`src/rtl/isram_boot_pkg.sv`:
```
// Shared definitions for the ISRAM boot loader.
//   boot_state_e   : loader FSM states
//   BYTES_PER_WORD : bytes assembled per SRAM word
package isram_boot_pkg;

    typedef enum logic [2:0] {
        ST_START,
        ST_HDR,
        ST_DATA,
        ST_CHK,
        ST_DONE,
        ST_ERROR
    } boot_state_e;

    localparam int BYTES_PER_WORD = 4;

endpackage

```
`src/rtl/isram_word_packer.sv`:
```
// Assembles little-endian 32-bit words from an accepted byte stream.
//   clk_i, rst_ni   : clock, async active-low reset
//   clr_i           : drop any partial word (used on every FSM state change)
//   byte_valid_i    : a byte is accepted this cycle
//   byte_i          : accepted byte
//   word_valid_o    : this cycle's byte completes a word (combinational pulse)
//   word_o          : completed word, valid with word_valid_o
module isram_word_packer
    import isram_boot_pkg::*;
(
    input  logic        clk_i,
    input  logic        rst_ni,
    input  logic        clr_i,
    input  logic        byte_valid_i,
    input  logic [7:0]  byte_i,
    output logic        word_valid_o,
    output logic [31:0] word_o
);

    logic [1:0]  cnt_q;
    logic [31:0] word_q;

    // Bytes enter at the top and move down, so the first byte of a word
    // ends up in bits [7:0] once the fourth byte arrives.
    assign word_o       = {byte_i, word_q[31:8]};
    assign word_valid_o = byte_valid_i && (cnt_q == 2'(BYTES_PER_WORD - 1));

    always_ff @(posedge clk_i or negedge rst_ni) begin
        if (!rst_ni) begin
            cnt_q  <= '0;
            word_q <= '0;
        end else if (clr_i) begin
            cnt_q  <= '0;
            word_q <= '0;
        end else if (byte_valid_i) begin
            cnt_q  <= cnt_q + 2'd1;
            word_q <= word_o;
        end
    end

endmodule

```
`src/rtl/isram_boot_loader.sv`:
```
// Boot-time owner of the ISRAM port. Receives an image (N, N words,
// checksum) as a byte stream, writes it to SRAM, verifies the checksum and
// then hands the SRAM port to the AHB bridge and releases CPU reset.
//   HCLK, HRESETn          : clock, async active-low reset
//   BOOTMODE               : 1 = load image, 0 = skip load (sampled in START)
//   RXDATA/RXVALID/RXREADY : image byte stream
//   BUS_SRAM*              : bridge-side SRAM port (used only in DONE)
//   SRAM*                  : ISRAM macro port
//   CPURESETn              : CPU reset, released only in DONE
//   LOAD_DONE, LOAD_ERR    : load status
module isram_boot_loader
    import isram_boot_pkg::*;
#(
    parameter int AW = 16
) (
    input  logic          HCLK,
    input  logic          HRESETn,
    input  logic          BOOTMODE,
    input  logic [7:0]    RXDATA,
    input  logic          RXVALID,
    output logic          RXREADY,
    input  logic [AW-3:0] BUS_SRAMADDR,
    input  logic [3:0]    BUS_SRAMWEN,
    input  logic [31:0]   BUS_SRAMWDATA,
    input  logic          BUS_SRAMCS,
    output logic [AW-3:0] SRAMADDR,
    output logic [3:0]    SRAMWEN,
    output logic [31:0]   SRAMWDATA,
    output logic          SRAMCS,
    output logic          CPURESETn,
    output logic          LOAD_DONE,
    output logic          LOAD_ERR
);

    localparam logic [31:0]   MAX_WORDS = 32'd1 << (AW - 2);
    localparam logic [AW-2:0] IDX_ONE   = 1;

    boot_state_e   state_q, state_d;
    logic [AW-2:0] n_q, n_d;          // one bit wider than the address so N = capacity fits
    logic [AW-2:0] idx_q, idx_d;
    logic [31:0]   sum_q, sum_d;
    logic          wr_cs_q, wr_cs_d;
    logic [3:0]    wr_wen_q, wr_wen_d;
    logic [AW-3:0] wr_addr_q, wr_addr_d;
    logic [31:0]   wr_data_q, wr_data_d;

    logic          rx_fire;
    logic          word_valid;
    logic [31:0]   word;
    logic [AW-2:0] idx_inc;

    assign RXREADY = (state_q == ST_HDR) || (state_q == ST_DATA) || (state_q == ST_CHK);
    assign rx_fire = RXVALID && RXREADY;
    assign idx_inc = idx_q + IDX_ONE;

    isram_word_packer u_packer (
        .clk_i        (HCLK),
        .rst_ni       (HRESETn),
        .clr_i        (state_d != state_q),
        .byte_valid_i (rx_fire),
        .byte_i       (RXDATA),
        .word_valid_o (word_valid),
        .word_o       (word)
    );

    always_comb begin
        state_d   = state_q;
        n_d       = n_q;
        idx_d     = idx_q;
        sum_d     = sum_q;
        wr_cs_d   = 1'b0;
        wr_wen_d  = 4'h0;
        wr_addr_d = wr_addr_q;
        wr_data_d = wr_data_q;

        unique case (state_q)
            ST_START: state_d = BOOTMODE ? ST_HDR : ST_DONE;
            ST_HDR: begin
                if (word_valid) begin
                    idx_d = '0;
                    sum_d = '0;
                    n_d   = word[AW-2:0];
                    if (word > MAX_WORDS)  state_d = ST_ERROR;
                    else if (word == '0)   state_d = ST_CHK;
                    else                   state_d = ST_DATA;
                end
            end
            ST_DATA: begin
                if (word_valid) begin
                    wr_cs_d   = 1'b1;
                    wr_wen_d  = 4'hF;
                    wr_addr_d = idx_q[AW-3:0];
                    wr_data_d = word;
                    sum_d     = sum_q + word;
                    idx_d     = idx_inc;
                    if (idx_inc == n_q) state_d = ST_CHK;
                end
            end
            ST_CHK: begin
                if (word_valid) state_d = (word == sum_q) ? ST_DONE : ST_ERROR;
            end
            ST_DONE:  state_d = ST_DONE;
            ST_ERROR: state_d = ST_ERROR;
            default:  state_d = ST_ERROR;
        endcase
    end

    always_ff @(posedge HCLK or negedge HRESETn) begin
        if (!HRESETn) begin
            state_q   <= ST_START;
            n_q       <= '0;
            idx_q     <= '0;
            sum_q     <= '0;
            wr_cs_q   <= 1'b0;
            wr_wen_q  <= 4'h0;
            wr_addr_q <= '0;
            wr_data_q <= '0;
        end else begin
            state_q   <= state_d;
            n_q       <= n_d;
            idx_q     <= idx_d;
            sum_q     <= sum_d;
            wr_cs_q   <= wr_cs_d;
            wr_wen_q  <= wr_wen_d;
            wr_addr_q <= wr_addr_d;
            wr_data_q <= wr_data_d;
        end
    end

    // Port ownership: loader write stage until DONE, then bridge pass-through.
    always_comb begin
        SRAMCS    = wr_cs_q;
        SRAMWEN   = wr_wen_q;
        SRAMADDR  = wr_addr_q;
        SRAMWDATA = wr_data_q;
        if (state_q == ST_DONE) begin
            SRAMCS    = BUS_SRAMCS;
            SRAMWEN   = BUS_SRAMWEN;
            SRAMADDR  = BUS_SRAMADDR;
            SRAMWDATA = BUS_SRAMWDATA;
        end else if (state_q == ST_ERROR) begin
            SRAMCS  = 1'b0;
            SRAMWEN = 4'h0;
        end
    end

    assign CPURESETn = (state_q == ST_DONE);
    assign LOAD_DONE = (state_q == ST_DONE);
    assign LOAD_ERR  = (state_q == ST_ERROR);

endmodule

```
`config.mk`:
```
export PLATFORM = sky130hd
export DESIGN_NAME = isram_boot_loader
export DESIGN_NICKNAME = d
export VERILOG_FILES = /design/src/rtl/isram_boot_pkg.sv /design/src/rtl/isram_word_packer.sv /design/src/rtl/isram_boot_loader.sv
export SDC_FILE = /design/constraint.sdc
export NUM_CORES = 1
export LEC_CHECK = 0
export CORE_UTILIZATION = 35
export DETAILED_ROUTE_END_ITERATION = 10
export GPL_TIMING_DRIVEN = 0
export RECOVER_POWER = 100
export SETUP_SLACK_MARGIN = 0.1
export SYNTH_ARGS = -nofsm -noshare
export SYNTH_HDL_FRONTEND = slang
export SYNTH_SLANG_ARGS = --single-unit
```
`constraint.sdc`:
```
create_clock -name HCLK -period 2.64 [get_ports HCLK]
set_clock_uncertainty 0.05 [all_clocks]
set_input_delay 0.66 -clock HCLK [delete_from_list [all_inputs] [get_ports HCLK]]
set_output_delay 0.66 -clock HCLK [all_outputs]
set_load 0.005 [all_outputs]
```
**Word level (Yosys, flattened, before mapping)**

Index checks and enable logic that the tools add are counted.

- Bits in latches: 0
- Output and inout bits: 55
- Bits in writable memories: 0
- Word-level logic and storage cells: 65
- Memories kept: 0
- Input port bits: 63
- ROM bits: 0
- Register bits after elaboration: 150

- Shift-type cells: 0
- Multipliers: 0
- Multiplexer cells: 29
- Equality and inequality tests: 11
- Magnitude comparators: 1
- Div/mod/pow operators: 0
- Add/subtract/negate cells: 3
- Reductions and logical operators: 11
- Bitwise operators: 0

Operator list:

| cell | count |
|---|---|
| $mux W32 | 5 |
| $pmux W32 S2 | 1 |
| $add A32 B32 Y32 | 1 |
| $eq A32 B32 Y1 | 1 |
| $gt A32 B15 Y1 const B | 1 |
| $logic_not A32 Y1 | 1 |
| $mux W15 | 2 |
| $pmux W15 S2 | 1 |
| $mux W3 | 6 |
| $mux W4 | 4 |
| $add A15 B1 Y15 const B | 1 |
| $eq A15 B15 Y1 | 1 |
| $pmux W3 S5 | 1 |
| $mux W14 | 1 |
| $eq A3 B2 Y1 const B | 2 |
| $eq A3 B3 Y1 const B | 2 |
| $mux W1 | 6 |
| $mux W2 | 2 |
| $ne A2 B1 Y1 const B | 2 |
| $reduce_and A2 Y1 | 2 |
| $reduce_bool A2 Y1 | 2 |
| $eq A3 B1 Y1 const B | 1 |
| $logic_not A3 Y1 | 1 |
| $ne A3 B3 Y1 | 1 |
| 5 further kinds | 7 |

**Longest topological paths before layout**

Gate-level depths: netlist (run 1).

- Word-level depth: 9
- Mapped depth: 11
- Mapped depth without buffers: 10

**Modules after synthesis**

A second synthesis (run 1) with hierarchy kept.

- Cells, all modules: 893
- Area, all modules: 8,234.1 um^2

Modules (own cells, without submodules):

| module | cells each | area an instance (um^2) | times used | seq. area each (um^2) |
|---|---|---|---|---|
| isram_boot_loader | 799 | 7,079.3 | 1 | 2,802.7 |
| isram_word_packer | 94 | 1,154.9 | 1 | 650.6 |

**Least setup slack after synthesis (run 1)**

No wires, ideal clock.

- Path type: register to register
- From: reg u_packer.word_q[8]
- To: reg sum_q[26]
- Path buffers: 0
- Cell stages (with the launch flop): 11
- Required time: 2.468 ns
- Arrival: 2.725 ns
- Setup slack: -0.257 ns
- Clock period less this slack: 2.897 ns
- Library setup time: 0.122 ns
- Path through: dfrtp_1 > ha_1 > fa_1 > a21oi_1 > o211ai_1 > a31o_2 > o311a_1 > o21ai_1 > o21ai_0 > a211o_1 > a32o_1

- Cells in the longest elaborated chain, start to end: 3

Ends and longest elaborated chain:

| item | RTL line | source |
|---|---|---|
| from (decl) | isram_word_packer.sv:21 | `logic [31:0] word_q;` |
| from (signal assigned) | isram_word_packer.sv:37 | `word_q <= word_o;` |
| $add A32 B32 Y32 | isram_boot_loader.sv:94 | `sum_d = sum_q + word;` |
| $mux W32 | isram_boot_loader.sv:89 | `if (word_valid) begin` |
| $pmux W32 S2 | isram_boot_loader.sv:76 | `unique case (state_q)` |
| to (signal assigned) | isram_boot_loader.sv:122 | `sum_q <= sum_d;` |
| to (decl) | isram_boot_loader.sv:41 | `logic [31:0] sum_q, sum_d;` |

Every way passes these cells. The select of a mux whose other input is x is not followed.
A chain may end at the register's enable or synchronous reset.

**Worst setup path in the final report (run 1)**

- From: reg u_packer.cnt_q[1]
- To: reg wr_data_q[30]

- Cells in the longest elaborated chain, start to end: 3

Ends and longest elaborated chain:

| item | RTL line | source |
|---|---|---|
| from (decl) | isram_word_packer.sv:20 | `logic [1:0] cnt_q;` |
| from (signal assigned) | isram_word_packer.sv:36 | `cnt_q <= cnt_q + 2'd1;` |
| $eq A2 B2 Y1 | isram_word_packer.sv:26 | `assign word_valid_o = byte_valid_i && (cnt_q == 2'(BYTES_PER_WORD - 1));` |
| $logic_and A1 B1 Y1 | isram_word_packer.sv:26 |  |
| $reduce_and A2 Y1 (no source line) | -- |  |
| to (signal assigned) | isram_boot_loader.sv:126 | `wr_data_q <= wr_data_d;` |
| to (decl) | isram_boot_loader.sv:45 | `logic [31:0] wr_data_q, wr_data_d;` |

Every way passes these cells.

==> results.cfg, run 1 <==
[pwr]
finalPower_mw = 6.77
ir_worst_vdd_uv = 443
p_leak_nw = 5.66
cellPowerDensity_nw_per_um2 = 556

[worst_setup_path]
arrival_ns = 3.14
rrSetupSlack_ns = -0.19
critPathCaptureType = register
rr_worst_depth = 8
r2r_start = u_packer.cnt_q[1]
required_ns = 2.95
worst_r2r_endpoint = wr_data_q[30]
startpoint_type = register
crit_type = reg2reg
crit_fanout = 10

[logic_synthesis]
synth_top_area_cell = dfrtp_1
synth_cell_types = 70
async_flop_share_pct = 100
synth-edff-count = 0
synth_nets = 1046
ys_ff_latch = 138
synthTopCellsByArea = dfrtp_1, nand2_1, mux2_2, ha_1, o21ai_0
yosysTopAreaCellShare_pct = 41.8
syn_area_per_cell_um2 = 8.71
synth_seq_area_share_pct = 41.8
syn-cell-area_um2 = 8270
synthCells = 949
synth_warnings = 0
synthFlopType = dfrtp_1

[floorplan]
dieArea_um2 = 24200
core_um2 = 22900
die_h_um = 156
ios = 118
placementRows = 55
dieWidth_um = 156
initial_core_util_pct = 36.1

[sta]
final-setup-viol-count = 52
rsz0062_at_grt = yes
setup_ws_ns = -0.187
fmax_mhz = 354
hold_viol = 0
maxSlewHeadroom_pct = -30.4
period_needed_ns = 2.83
drv_slew = 86
finalCritPeriodShare_pct = 107
worstMarginPinSlew_ns = 1.96

[final_layout]
fill_cells = 2050
antennaDiodeCount = 0
final_cell_area_um2 = 12200
drive_gt1_share_pct = 32.0
utilization_pct = 53.2
areaGrowthSynthToFinish_pct = 47.3
fin_nets = 1270
fin_cells = 1499

[status]
outcome = complete, but fails checks
violations = max-capacitance violations, max-slew violations, negative setup slack

[clock_network]
cts.reportedPaths.clkPinSlew_ns = 0.06
cts.htree.levels = 4
root_buffer = clkbuf_16
clk_latency_ns = 0.43
hold_buffers = 0
cts_tree = done
cts_made_buffers = 17
cts_max_path_buffers = 2
clock-sinks = 138

[detailed_routing]
routed_via_density = 5.31
avgRoutedWirePerCell_um = 18.3
drt_pre_antenna_iters = 6
drt_iter0_markers = 585
drtAntennaViolNets = 0
wl_mm = 27.5
via_count = 7961
drc_errors = 0

[placed_design]
place_hpwl_mm = 17.8
place_area_um2 = 9920
dp.cells = 1380
place_ws_ns = -0.956
gp_congestion = 0.882
port_buffers = 117

[global_routing]
grt_use_total_pct = 22.6
grt-ovfl-total = 0
antenna_found_initial = 0
grt_pass1_wl_mm = 41.8
first_global_vias = 7615
grt_max_degree = 86

[job]
cap_violations = 1

[hold_path]
min_path_type = reg2reg
hold_path_depth = 2
holdPathEnd = wr_addr_q[2]
hold_path.startpoint = wr_addr_q[2]
## report_power, final
part / internal [mW] / switching (mW) / leakage, nW
logic: 0.846 / 0.971 / 3.52
registers: 2.29 / 0.339 / 1.87
clock network: 1.33 / 0.999 / 0.270
## registers in the layout, summed over array words and instances (netlist names)
register,count
wr_addr_q,14
idx_q,15
sum_q,32
u_packer.cnt_q,2
wr_data_q,32
wr_wen_q,1
u_packer.word_q,24
n_q,15
state_q,3
## critical path: stages, from the launching register on
cell        delay, ns
dfrtp_1          0.38
ha_2             0.25
and4b_1          0.29
nand2_1          0.13
clkinvlp_2       0.33
clkbuf_1         0.58
clkbuf_2         0.42
nand2_1          0.24
nand2_1          0.10
## how the worst max path moves through the flow
stage,start,end,slack [ns],cells past startpoint
detailed placement,state_q[1],SRAMADDR[5],-0.96,7
finish,u_packer.cnt_q[1],wr_data_q[30],-0.19,8
global route,u_packer.word_q[8],sum_q[24],-0.25,10
CTS,u_packer.word_q[8],sum_q[24],-0.20,10
global placement,HRESETn,idx_q[0],-5.59,1
floorplan,u_packer.word_q[8],sum_q[26],-0.05,10
## final cells by class
type                    instances  area, um2  share of cell area, %
clock inverters                13        120                  0.986
multi-input cells             750       5250                   43.1
plain buffers                  46        299                   2.46
repair buffers                211       2160                   17.7
flip-flops and latches        138       3480                   28.6
inverters                       9       35.0                  0.288
clock buffers                  19        443                   3.64
well taps                     313        392                   3.22
## kinds of logic after synthesis
logic type	count (synthesis)	synth area share, %
xor+xnor	42	4.96
buf+inv	61	3.15
mux	48	6.51
flops	138	41.8
compound gates	201	15.5
fa+ha+maj	34	5.24
simple gates	425	22.9
## synth_stat cells, drive strengths merged, types with 2 or more instances
library cell and number:
a21oi 56, xor2 19, clkbuf 43, mux2i 2, o21a 12, nand2 277
a22oi 3, a21boi 2, nand3b 2, buf 9, o22ai 2, nor2 35
and4b 2, nor4 17, a31oi 4, mux2 46, xnor3 2, o21ai 59
inv 8, nand3 31, and2 5, and3 5, o31ai 10, o41ai 3
nand4 9, or2 3, a21o 18, o21bai 5, nor2b 4, ha 33
or3 4, xnor2 20, o211ai 8, nor3 15, a31o 2, a211oi 7
dfrtp 138, or4 3, nand2b 7, and4 4, a32o 2
## stage by stage
stage,hold WS (ns),TNS [ns]
final,0.424,-2.20
after global routing,0.447,-7.63
after global placement,0.407,-808.88
after detailed placement,0.413,-115.57
after CTS,0.288,-3.03
after floorplan,0.314,-0.0592
## layout by cell type (no fill, tap or decap), drive strengths merged, types with 8 or more instances in the layout
cell type / Yosys / layout
o31ai: 10 / 10
o21ai: 59 / 59
nor3: 15 / 15
nand4: 9 / 9
clkbuf: 43 / 60
nor2: 35 / 35
xor2: 19 / 19
a21o: 18 / 18
ha: 33 / 33
o211ai: 8 / 8
mux2: 46 / 46
o21a: 12 / 12
xnor2: 20 / 20
nor4: 17 / 17
nand3: 31 / 31
dfrtp: 138 / 138
buf: 9 / 150
nand2: 277 / 277
a21oi: 56 / 56
clkdlybuf4s50: 0 / 61
inv: 8 / 10
## routing by layer
metal	GRT usage, %	vias up	share of wire (%)
li1	-	3776	-
met1	30.2	3914	45
met2	36.6	226	48
met3	3.61	45	5.0
met4	8.73	0	2.6
met5	0	-	0
## timing repair
action | 4_1_cts | 5_1_grt
hold endpoints to repair | 0 | 0
setup buffers | 61 | 27
cloned | 7 | 0
gates resized for setup | 419 | 118
setup endpoints to repair | 153 | 138
pin swaps | 36 | 23
Power figures use the tool's default switching activity.
==> inputs of run 2 (changes only) <==
Settings changed: ABC_AREA from default to 1.
Clock period 2.64 ns to 2.3 ns, I/O delays scaled along.
==> run 2 against run 1 <==
The run ends with negative setup slack left. Worst hold slack worse by 0.13 ns. Sequential power down 7.6%. Design area up 2.7%. Sequential cell count unchanged. Routed wire length up 7.6%. Non-clock buffer count down 21. Area after synthesis up 1.7%. Sequential share of layout area down 0.88 points. Global-route usage up 1.3 points. Register-to-register slack better by 0.05 ns. Power down 20%. Worst setup slack worse by 0.018 ns.
==> results.cfg, run 2 <==
[logic_synthesis]
synth_most_common_cell = nand2_1
async_flop_share_pct = 100
synth_commonest_cells = nand2_1, o21ai_0, dfrtp_1
synth_nets = 1285
syn-cell-area_um2 = 8410
synthFlopType = dfrtp_1
synthCells = 1188
synthTopCellsByArea = dfrtp_1, nand2_1, o21ai_0, ha_1, inv_1
synth_top_area_cell = dfrtp_1
yosysTopAreaCellShare_pct = 41.1
synth_compound_area_share_pct = 14.8
syn_area_per_cell_um2 = 7.08
synthSimpleGateAreaFrac_pct = 30.9
synth_cell_types = 42
ys_ff_latch = 138
synth_fa_ha_area_share_pct = 5.15
synth-edff-count = 0
synth_mux_area_share_pct = 0.119
synth_top_family_by_area = simple AND/OR/NAND/NOR gates
synth_seq_area_share_pct = 41.1
synth_xor_area_share_pct = 1.31
synth_warnings = 0

[final_layout]
utilization_pct = 53.1
reg.largest.list = sum_q: 32 flops, wr_data_q: 32 flops, u_packer.word_q: 24 flops
drive_gt1_share_pct = 29.9
fin_nets = 1500
multiInputGateArea_um2 = 5450
areaGrowthSynthToFinish_pct = 48.7
final_cell_mix = nand2_1, dfrtp_1, o21ai_0
layout_commonest_cell = nand2_1
antennaDiodeCount = 0
seqCellArea_um2 = 3470
fill_cells = 2210
final_cell_area_um2 = 12500

[sta]
maxSlewHeadroom_pct = 24.3
worstMarginPinSlew_ns = 1.13
tns_ns = -9.52
finalCritPeriodShare_pct = 109
period_needed_ns = 2.50
drv_slew = 0
setup_ws_ns = -0.205
final-setup-viol-count = 79
hold_viol = 0
rsz0062_at_grt = yes
fmax_mhz = 399

[status]
violations = negative setup slack
outcome = complete, but fails checks

[worst_setup_path]
crit_type = reg2out
cp_cell_sequence = nor2_2 > inv_2 > nor2_4 > buf_12 > inv_12 > clkbuf_16 > nand2_1 > nand2_1 > dlygate4sd2_1
r2r_start = u_packer.word_q[25]
critPathBufInv = 5
crit_start = state_q[1]
slowest_stage = dfrtp_1
worst_r2r_endpoint = u_packer.word_q[20]
rrSetupSlack_ns = -0.14
critPathCaptureType = output port
startpoint_type = register
critPathMaxStageDelay_ns = 0.39
required_ns = 1.67
critical-path-top-delay-family = buffers and inverters
rr_worst_depth = 11
crit_path_frequent_cell = nand2_1
crit_fanout = 11
arrival_ns = 1.88

[floorplan]
placementRows = 56
initial_core_util_pct = 35.7
dieWidth_um = 157
core_um2 = 23500
die_h_um = 157
ios = 118
dieArea_um2 = 24700

[pwr]
p_leak_nw = 6.31
ir_worst_vdd_uv = 415
cellPowerDensity_nw_per_um2 = 431

[global_routing]
antenna_found_initial = 0
grt-ovfl-total = 0
grt_use_total_pct = 23.8
grt_max_degree = 97
grt_pass1_wl_mm = 44.4
first_global_vias = 8320

[clock_network]
hold_buffers = 0
cts_tree = done
cts.reportedPaths.clkPinSlew_ns = 0.07
cts_made_buffers = 17
root_buffer = clkbuf_16
cts.htree.levels = 4
clk_latency_ns = 0.44
cts_max_path_buffers = 2
clock-sinks = 138

[placed_design]
gp_congestion = 0.902
place_hpwl_mm = 20.5
port_buffers = 117
place_area_um2 = 10100

[hold_path]
min_path_type = in2async

[job]
cap_violations = 0

[detailed_routing]
avgRoutedWirePerCell_um = 17.0
routed_via_density = 5.08
drt_pre_antenna_iters = 5
drtAntennaViolNets = 0
via_count = 8806
drt_iter0_markers = 578
drc_errors = 0
wl_mm = 29.5
[run 2: changes by cell type after synthesis, sizes merged, moves of 14 or more]
| cell | previous run | this run |
|---|---|---|
| nor2 | 35 | 99 |
| mux2 | 46 | 0 |
| xnor2 | 20 | 4 |
| nand3 | 31 | 45 |
| a21o | 18 | 4 |
| inv | 8 | 103 |
| nand2 | 277 | 442 |
| o21ai | 59 | 142 |
[run 2: cell families (layout without fill, tap and decap cells)]
logic type | count (synthesis) | after routing
compound gates | 234 | 234
mux | 1 | 1
simple gates | 627 | 627
buf+inv | 143 | 371
fa+ha+maj | 34 | 34
xor+xnor | 11 | 11
flops | 138 | 138
[run 2: what timing repair did]
item,in CTS,in global routing
pin swaps,40,48
setup buffers,40,34
resized for setup,408,219
cloned,7,1
setup endpoints to repair,139,173
[run 2: worst register-to-register path: cells and delay by family (launching register included)]
kind	cells	cell delay, ns
compound gates	2	0.46
flops	1	0.46
simple gates	7	1.03
buf+inv	2	0.37
[run 2: area by class of cell]
cell class / count / share of cell area, %
buffer: 39 / 3.74
clock buffer: 18 / 3.43
clock inverter: 14 / 1.18
inverter: 103 / 3.29
multi-input combinational: 907 / 43.6
sequential: 138 / 27.7
tap: 319 / 3.19
timing repair buffer: 197 / 13.9
[run 2: worst max-delay path by stage]
stage / to / slack, ns / cells after the start
floorplan: u_packer.cnt_q[0] / 0.11 / 13
global placement: sum_q[29] / -5.21 / 1
detailed placement: SRAMWDATA[31] / -1.29 / 7
CTS: SRAMWDATA[7] / -0.20 / 9
global route: SRAMWEN[0] / -0.29 / 10
finish: SRAMADDR[5] / -0.20 / 9
[run 2: metal layers]
metal | global-route usage, % | vias to the layer above | part of all wire, %
li1 | - | 4301 | -
met1 | 31.1 | 4209 | 44
met2 | 39.8 | 249 | 48
met3 | 3.83 | 47 | 5.0
met4 | 8.37 | 0 | 2.6
met5 | 0 | - | 0
[run 2: per-stage QoR]
stage	total power, mW	setup WS (ns)	cells	hold WS [ns]
after floorplan	2.50	0.110	1188	0.229
after global placement	2.68	-5.21	1624	0.415
after detailed placement	2.68	-1.29	1625	0.420
after CTS	5.41	-0.202	1704	0.0225
after global routing	5.53	-0.290	1735	0.400
final	5.40	-0.205	1735	0.293
[run 2: where the power goes]
part,switching [mW],internal (mW),total (mW)
clock network,1.15,1.60,2.75
logic,0.113,0.106,0.220
registers,0,2.43,2.43
total,1.26,4.13,5.40
